===== config.mk =====
export PLATFORM = sky130hd
export DESIGN_NAME = wtu_mem_arbiter
export DESIGN_NICKNAME = d
export VERILOG_FILES = /design/src/rtl/wtu_mem_arbiter.sv
export SDC_FILE = /design/constraint.sdc
export NUM_CORES = 1
export LEC_CHECK = 0
export ABC_AREA = 1
export ABC_CLOCK_PERIOD_IN_PS = 5600
export BUFFER_PORTS_ARGS = -buffer_cell sky130_fd_sc_hd__buf_2
export CAP_MARGIN = 10
export CELL_PAD_IN_SITES_DETAIL_PLACEMENT = 0
export CELL_PAD_IN_SITES_GLOBAL_PLACEMENT = 1
export CORE_MARGIN = 2
export CORE_UTILIZATION = 28
export DETAILED_ROUTE_END_ITERATION = 6
export PLACE_DENSITY = 0.91
export SLEW_MARGIN = 30
export SYNTH_ARGS = -nofsm -noshare
export SYNTH_HDL_FRONTEND = slang
export SYNTH_SLANG_ARGS = --single-unit

===== constraint.sdc =====
create_clock -name clk -period 5.6 [get_ports clk]
set_input_delay 0.56 -clock clk [delete_from_list [all_inputs] [get_ports clk]]
set_output_delay 0.56 -clock clk [all_outputs]
set_load 0.1 [all_outputs]

===== src/rtl/wtu_mem_arbiter.sv =====
// Round-robin arbiter with a bounded burst lock for the single-port WTU sample RAM.
// The winning request is registered onto the RAM port; read returns are tagged per requester.
module wtu_mem_arbiter #(
   parameter int DEPTH     = 8,
   parameter int DATA_W    = 16,
   parameter int BURST_MAX = 4
) (
   input  logic              clk,
   input  logic              rst,
   input  logic [2:0]        req,
   input  logic [2:0]        we,
   input  logic [DEPTH-1:0]  addr0,
   input  logic [DEPTH-1:0]  addr1,
   input  logic [DEPTH-1:0]  addr2,
   input  logic [DATA_W-1:0] wdata0,
   input  logic [DATA_W-1:0] wdata1,
   input  logic [DATA_W-1:0] wdata2,
   output logic [2:0]        gnt,
   output logic [2:0]        rvalid,
   output logic [DATA_W-1:0] rdata,
   output logic              mem_en,
   output logic              mem_we,
   output logic [DEPTH-1:0]  mem_addr,
   output logic [DATA_W-1:0] mem_wdata,
   input  logic [DATA_W-1:0] mem_rdata
);

   localparam logic [3:0] BURST_LIM = 4'(BURST_MAX);

   logic              owner_vld;
   logic [1:0]        owner;
   logic [1:0]        ptr;
   logic [3:0]        count;
   logic [2:0]        owner_mask;
   logic [2:0]        others;
   logic              owner_hold;
   logic [1:0]        rr_idx;
   logic [1:0]        sel;
   logic              accept;
   logic              sel_we;
   logic [DEPTH-1:0]  sel_addr;
   logic [DATA_W-1:0] sel_wdata;
   logic [2:0]        rd_tag;

   // The owner keeps the port until its burst budget runs out and someone else is waiting.
   always_comb begin
      owner_mask = 3'b001 << owner;
      others     = req & ~owner_mask;
      owner_hold = owner_vld && ((req & owner_mask) != 3'b000) &&
                   ((count < BURST_LIM) || (others == 3'b000));

      rr_idx = 2'd0;
      case (ptr)
         2'd1:    rr_idx = req[1] ? 2'd1 : (req[2] ? 2'd2 : 2'd0);
         2'd2:    rr_idx = req[2] ? 2'd2 : (req[0] ? 2'd0 : 2'd1);
         default: rr_idx = req[0] ? 2'd0 : (req[1] ? 2'd1 : 2'd2);
      endcase

      sel    = owner_hold ? owner : rr_idx;
      accept = |req;
      gnt    = accept ? (3'b001 << sel) : 3'b000;

      sel_we    = we[0];
      sel_addr  = addr0;
      sel_wdata = wdata0;
      case (sel)
         2'd1: begin
            sel_we    = we[1];
            sel_addr  = addr1;
            sel_wdata = wdata1;
         end
         2'd2: begin
            sel_we    = we[2];
            sel_addr  = addr2;
            sel_wdata = wdata2;
         end
         default: ;
      endcase
   end

   // Ownership, burst count and round-robin pointer; an idle cycle breaks any burst.
   always_ff @(posedge clk) begin
      if (rst) begin
         owner_vld <= 1'b0;
         owner     <= 2'd0;
         ptr       <= 2'd0;
         count     <= 4'd0;
      end else if (accept) begin
         owner_vld <= 1'b1;
         owner     <= sel;
         ptr       <= (sel == 2'd2) ? 2'd0 : sel + 2'd1;
         if (owner_vld && (sel == owner))
            count <= (count < BURST_LIM) ? count + 4'd1 : count;
         else
            count <= 4'd1;
      end else begin
         owner_vld <= 1'b0;
         count     <= 4'd0;
      end
   end

   // Command register plus a two-stage read tag that lines up with the RAM's one-cycle latency.
   always_ff @(posedge clk) begin
      if (rst) begin
         mem_en    <= 1'b0;
         mem_we    <= 1'b0;
         mem_addr  <= '0;
         mem_wdata <= '0;
         rd_tag    <= 3'b000;
         rvalid    <= 3'b000;
      end else begin
         mem_en <= accept;
         mem_we <= accept & sel_we;
         rd_tag <= (accept && !sel_we) ? gnt : 3'b000;
         rvalid <= rd_tag;
         if (accept) begin
            mem_addr  <= sel_addr;
            mem_wdata <= sel_wdata;
         end
      end
   end

   assign rdata = mem_rdata;

endmodule


==> results.yml, run 1 <==
placement:
  dp_cells: 457
  place_ws_ps: 1940
  portBuffers: 111
  post-dp-hpwl_microns: 4480
  gp_congestion: 0.755
yosys:
  synth_edf_count: 0
  syn_nets: 383
  synth.distinct_cells: 28
  yosys.area.top_type_share: 0.376
  yosys_register_bits: 40
  synth_cells: 279
  synth_top_cells_by_count: "48 x o21ai_0, 40 x dfxtp_1, 31 x nand3_1, 25 x inv_1"
  yosysMostFrequentCell: "o21ai_0"
  synth_top_area_cell: "dfxtp_1"
  synth_area_per_cell_sq_um: 7.63
  yosys_warnings: 0
  syn_area_sq_um: 2130
  yosys-top-cells-area: "dfxtp_1 38%, o21ai_0 11%, a221oi_1 9.5%"
  synth_ff_type: "dfxtp_1"
  async_flop_share: 0
  ys_seq_area_frac: 0.376
critical_path:
  endpoint_kind: "flip-flop"
  arrival_ps: 3710
  cpMaxStageDelayCell: "ha_1"
  crit_fanout: 26
  startpoint_type: "flip-flop"
  critPathTopFamily: "adder cells"
  slowest_delay_ps: 800
  path_common_cell: "inv_1"
  path_class: "flip-flop to flip-flop"
  path_cells: "inv_1 -> ha_1 -> inv_1 -> nand2_1 -> nand2_1 -> inv_1 -> nand2_1 -> o21a_1 -> inv_1 -> ha_1 -> inv_1 -> a21oi_1 -> o2bb2ai_1 -> nand2_1 -> nor2_1"
  path_buf_inv: 5
  cp_data_required_time_ps: 5830
floorplanning:
  io_pins: 144
  core-area_sq_um: 7290
  chipWidth_microns: 91.2
  initial_core_util: 0.292
  dieHeight_microns: 91.2
  rows: 31
  dieArea_sq_um: 8320
clock_network:
  clock_latency_ps: 280
  cts-buffers-inserted: 5
  cts_buffer_depth: 2
  post_cts_resize_count: 0
  cts_tree: "done"
  h-tree-depth: 2
  clk_pin_slew_ps: 80
  clockRootBuffer: "clkbuf_8"
  numClockSinks: 40
  hold_buffers: 0
  cts_setup_buffers: 0
sta:
  setup_ws_ps: 2120
  min_period_over_period: 0.622
  hold_violations: 0
  skew_ps: 2.95
  worst_slew_pin_slew_ps: 856
  final-max-slew-violation-count: 0
  setup_tns_ps: 0
  rsz0062_at_grt: "no"
  max_freq_mhz: 287
  fin_crit_ps: 3480
  relSlewSlack: 0.426
  setup_viol: 0
global_routing:
  grt_pass1_vias: 2178
  grt-ovfl-total: 0
  grt.total_usage: 0.153
  antenna_found_initial: 0
  grt_pass1_wl_microns: 10400
  grt_start_max_net_pins: 32
run:
  cap_violations: 0
outcome:
  outcome: "finished, final reports clean"
layout:
  area_growth_pct: 28.6
  drive_gt1_frac: 0.361
  antenna_cells: 0
  utilization: 0.376
  stdcell_count: 465
  finalNetCount: 469
routing:
  route.detailed.drc: 0
  via_per_inst: 4.80
  vias: 2230
  wl_per_cell_microns: 13.4
  detail-route-antenna-nets: 0
  drt_first_pass_iters: 5
  drt_iter0_drc: 106
  totalWireLength_microns: 6220
power:
  power_density_nw_per_um2: 510
  internal_power_w: 0.000630
  p_leak_nw: 1.33
  p_clk_frac: 0.166
  ir_drop_uv: 240
  power_frac_seq: 0.273
  power_frac_comb: 0.561
  p_sw_frac: 0.549
  switchingPower_w: 0.000766
worst_hold_path:
  hp-class: "flip-flop to flip-flop"
[registers in the layout (all words and copies together) (netlist names)]
name / count
owner: 2
owner_vld: 1
mem_wdata: 16
rd_tag: 3
mem_we: 1
count: 4
rvalid: 3
ptr: 2
mem_addr: 8
[tightest hold or removal path, cell delays in order (launching register included)]
cell and delay [ps]:
dfxtp_1 300, inv_1 40, nor2_1 30
[path summary, 6_finish.rpt]
kind | from | endpoint | slack (ps) | depth (start not counted)
hold / removal | rd_tag[2] | rvalid[2] | 420 | 2
setup / recovery | ptr[0] | rd_tag[0] | 2120 | 15
hold reg to reg | rd_tag[2] | rvalid[2] | 420 | 2
setup reg to reg | ptr[0] | rd_tag[0] | 2120 | 15
[per-stage QoR]
step	power [W]	hold slack, ps	instance area (sq um)
floorplan	0.00108	388	2130
global placement	0.00117	410	2630
detailed placement	0.00117	412	2630
CTS	0.00141	423	2740
global route	0.00148	455	2740
finish	0.00140	418	2740
[power by group through the flow]
stage / clock network (W) / logic, W / registers [W]
2_1_floorplan: 0 / 0.000314 / 0.000762
3_3_place_gp: 0 / 0.000780 / 0.000385
3_5_place_dp: 0 / 0.000788 / 0.000386
4_1_cts: 0.000240 / 0.000788 / 0.000381
5_1_grt: 0.000250 / 0.000841 / 0.000389
6_report: 0.000232 / 0.000783 / 0.000381
[cells in the final DEF (no fill, tap or decap)]
cell        synthesis  layout
a21boi_1            1       1
a21o_1              1       1
a21oi_1             4       4
a21oi_2             1       1
a221oi_1           23      23
buf_2               4     111
buf_4              17       2
bufinv_16           0       1
clkbuf_8            0       5
clkinv_1            0       1
clkinv_2            0       1
clkinvlp_4          0       1
dfxtp_1            40      40
ha_1                8       8
inv_1              25      24
inv_2               4       4
mux2i_1             1       1
nand2_1            23      23
nand2_2             3       3
nand3_1            31      31
nand3_2             1       1
nor2_1             18      18
nor2_2              1       1
nor2_4              1       1
nor3_1              1       1
o21a_1              1       1
o21ai_0            48      48
o21ai_1             4       4
o21bai_1            1       1
o22ai_1             1       1
o2bb2ai_1           2       2
xnor2_1             1       1
[final cells by class]
class | instances | area [sq um]
clock buffers | 5 | 68.8
clock inverters | 3 | 42.5
fillers | 821 | 4550
inverters | 29 | 109
multi-input cells | 176 | 1020
flip-flops and latches | 40 | 801
well taps | 99 | 124
repair buffers | 113 | 571
[per-layer routing]
| layer | vias to the layer above | part of all wire | track usage |
|---|---|---|---|
| li1 | 1122 | - | - |
| met1 | 1013 | 0.42 | 0.181 |
| met2 | 91 | 0.49 | 0.269 |
| met3 | 4 | 0.083 | 0.0423 |
| met4 | 0 | 0.0090 | 0.0467 |
| met5 | - | 0 | 0 |
[cell families after synthesis]
| family | share of synthesized area |
|---|---|
| simple gates | 0.169 |
| mux | 0.00470 |
| fa+ha+maj | 0.0470 |
| compound gates | 0.256 |
| xor+xnor | 0.00411 |
| flops | 0.376 |
| buf+inv | 0.143 |
Power figures use the tool's default switching activity.
==> run 2: changes to the inputs <==
- ABC_AREA: 1 -> 0
- ABC_CLOCK_PERIOD_IN_PS: 5600 -> 3050
- CORE_UTILIZATION: 28 -> 26
- PLACE_DENSITY: 0.91 -> 0.87
- clock period: 5.6 -> 3.05 ns (I/O delays scaled with it)
==> results.yml, run 2 <==
placement:
  portBuffers: 111
  post-dp-hpwl_microns: 4700
  gp_congestion: 0.852
yosys:
  synth_edf_count: 0
  synth_top_cells_by_count: "58 x nor2_1, 40 x dfxtp_1, 30 x a21oi_1, 27 x a211oi_1, 25 x a22oi_1"
  synth.distinct_cells: 34
  yosys_register_bits: 40
  ys_seq_area_frac: 0.365
  syn_area_sq_um: 2200
  synth_area_per_cell_sq_um: 7.90
  synth_ff_type: "dfxtp_1"
  synth_cells: 278
  yosys-top-cells-area: "dfxtp_1 36%, nor2_1 9.9%, a211oi_1 9.2%"
  synth_top_area_cell: "dfxtp_1"
  async_flop_share: 0
  yosysMostFrequentCell: "nor2_1"
  syn_nets: 382
  yosys.area.top_type_share: 0.365
  yosys_warnings: 0
global_routing:
  grt_start_max_net_pins: 39
  antenna_found_initial: 0
  grt_pass1_wl_microns: 9730
  grt_pass1_vias: 2133
  grt.total_usage: 0.136
  grt-ovfl-total: 0
layout:
  antenna_cells: 0
  finalNetCount: 467
  final_common_cell: "buf_2"
  reg_top3: "mem_wdata (16), mem_addr (8), count (4)"
  utilization: 0.356
  area_growth_pct: 33.3
  layout_common_cells: "108 x buf_2, 58 x nor2_1, 39 x dfxtp_1"
  largest_register_ff_count: 16
  top_register: "mem_wdata"
  drive_gt1_frac: 0.376
sta:
  relSlewSlack: 0.514
  worst_slew_pin_slew_ps: 726
  final-max-slew-violation-count: 0
  min_period_over_period: 0.939
  hold_violations: 0
  fin_hold_ws_ps: 423
  skew_ps: 5.10
  setup_tns_ps: 0
  max_freq_mhz: 349
  setup_viol: 0
  rsz0062_at_grt: "no"
  fin_crit_ps: 2870
clock_network:
  clock_latency_ps: 300
  clockRootBuffer: "clkbuf_8"
  h-tree-depth: 2
  clk_pin_slew_ps: 80
  cts_setup_buffers: 0
  cts_buffer_depth: 2
  numClockSinks: 40
  cts-buffers-inserted: 5
  cts_tree: "done"
routing:
  wl_per_cell_microns: 13.0
  via_per_inst: 4.77
  drt_iter0_drc: 68
  vias: 2235
  drt_first_pass_iters: 4
  totalWireLength_microns: 6100
  detail-route-antenna-nets: 0
  route.detailed.drc: 0
power:
  internal_power_w: 0.00122
  p_sw_frac: 0.506
  p_leak_nw: 1.33
  power_frac_seq: 0.271
  ir_drop_uv: 382
  power_frac_comb: 0.552
  p_clk_frac: 0.177
  switchingPower_w: 0.00125
  power_density_nw_per_um2: 844
worst_hold_path:
  hp-class: "input port to flip-flop"
critical_path:
  endpoint_kind: "primary output"
  regToRegSetupSlack_ps: 340
  startpoint_type: "flip-flop"
  cp_data_required_time_ps: 2740
  path_class: "flip-flop to primary output"
  crit_fanout: 7
  arrival_ps: 2560
floorplanning:
  io_pins: 144
  chipWidth_microns: 95.9
  initial_core_util: 0.267
  dieArea_sq_um: 9200
  dieHeight_microns: 95.9
  rows: 33
  core-area_sq_um: 8220
outcome:
  outcome: "finished, final reports clean"
run:
  cap_violations: 0
[run 2: worst max-delay path, cell delays in order, from the launching register on]
cell     delay, ps
dfxtp_1        350
inv_1           50
ha_1           350
and3b_1        210
a311o_1        390
mux2i_4        220
inv_1           90
ha_2           240
and2_2         200
buf_12         160
[run 2: layout make-up]
class                      count  area (sq um)
sequential                    40           802
clock buffer                   5          68.8
tap                          105           131
multi-input combinational    193          1190
fill                         876          5290
timing repair buffer         119           673
inverter                       4          15.0
clock inverter                 3          42.5
[run 2: path summary, 6_finish.rpt]
check / startpoint / end / cells past startpoint
max: ptr[0] / gnt[1] / 9
min: addr0[3] / mem_addr[3] / 5
max reg2reg: ptr[0] / mem_wdata[4] / 11
min reg2reg: rd_tag[1] / rvalid[1] / 1
[run 2: power groups by stage]
| stage | sequential [W] | combinational [W] | clock (W) |
|---|---|---|---|
| detailed placement | 0.000677 | 0.00136 | 0 |
| finish | 0.000669 | 0.00136 | 0.000438 |
| floorplan | 0.00124 | 0.000603 | 0 |
| global placement | 0.000676 | 0.00134 | 0 |
| global route | 0.000681 | 0.00146 | 0.000476 |
| CTS | 0.000668 | 0.00136 | 0.000454 |
[run 2: repair_timing]
item                                    4_1_cts  5_1_grt
pin swaps                                     0        0
endpoints found under the setup margin        3       18
resized for setup                             1        5
gates cloned                                  0        0
hold buffers                                  0        0
[run 2: metal layers]
layer,GRT usage,vias up,wire length (microns)
li1,-,1136,-
met1,0.168,995,2620
met2,0.220,90,2890
met3,0.0407,14,457
met4,0.0571,0,137
met5,0,-,0
[run 2: cells by family after synthesis]
family,synth area share
compound gates,0.287
xor+xnor,0.00798
fa+ha+maj,0.0456
buf+inv,0.105
flops,0.365
mux,0.0142
simple gates,0.176
[run 2: metrics by stage]
step / total power, W / area [sq um] / std cells / setup slack [ps]
global route: 0.00262 / 2930 / 469 / 47.5
floorplan: 0.00184 / 2200 / 278 / 1.55
CTS: 0.00248 / 2910 / 469 / 22.5
global placement: 0.00202 / 2790 / 461 / 213
detailed placement: 0.00204 / 2790 / 461 / 106
finish: 0.00247 / 2930 / 469 / 185
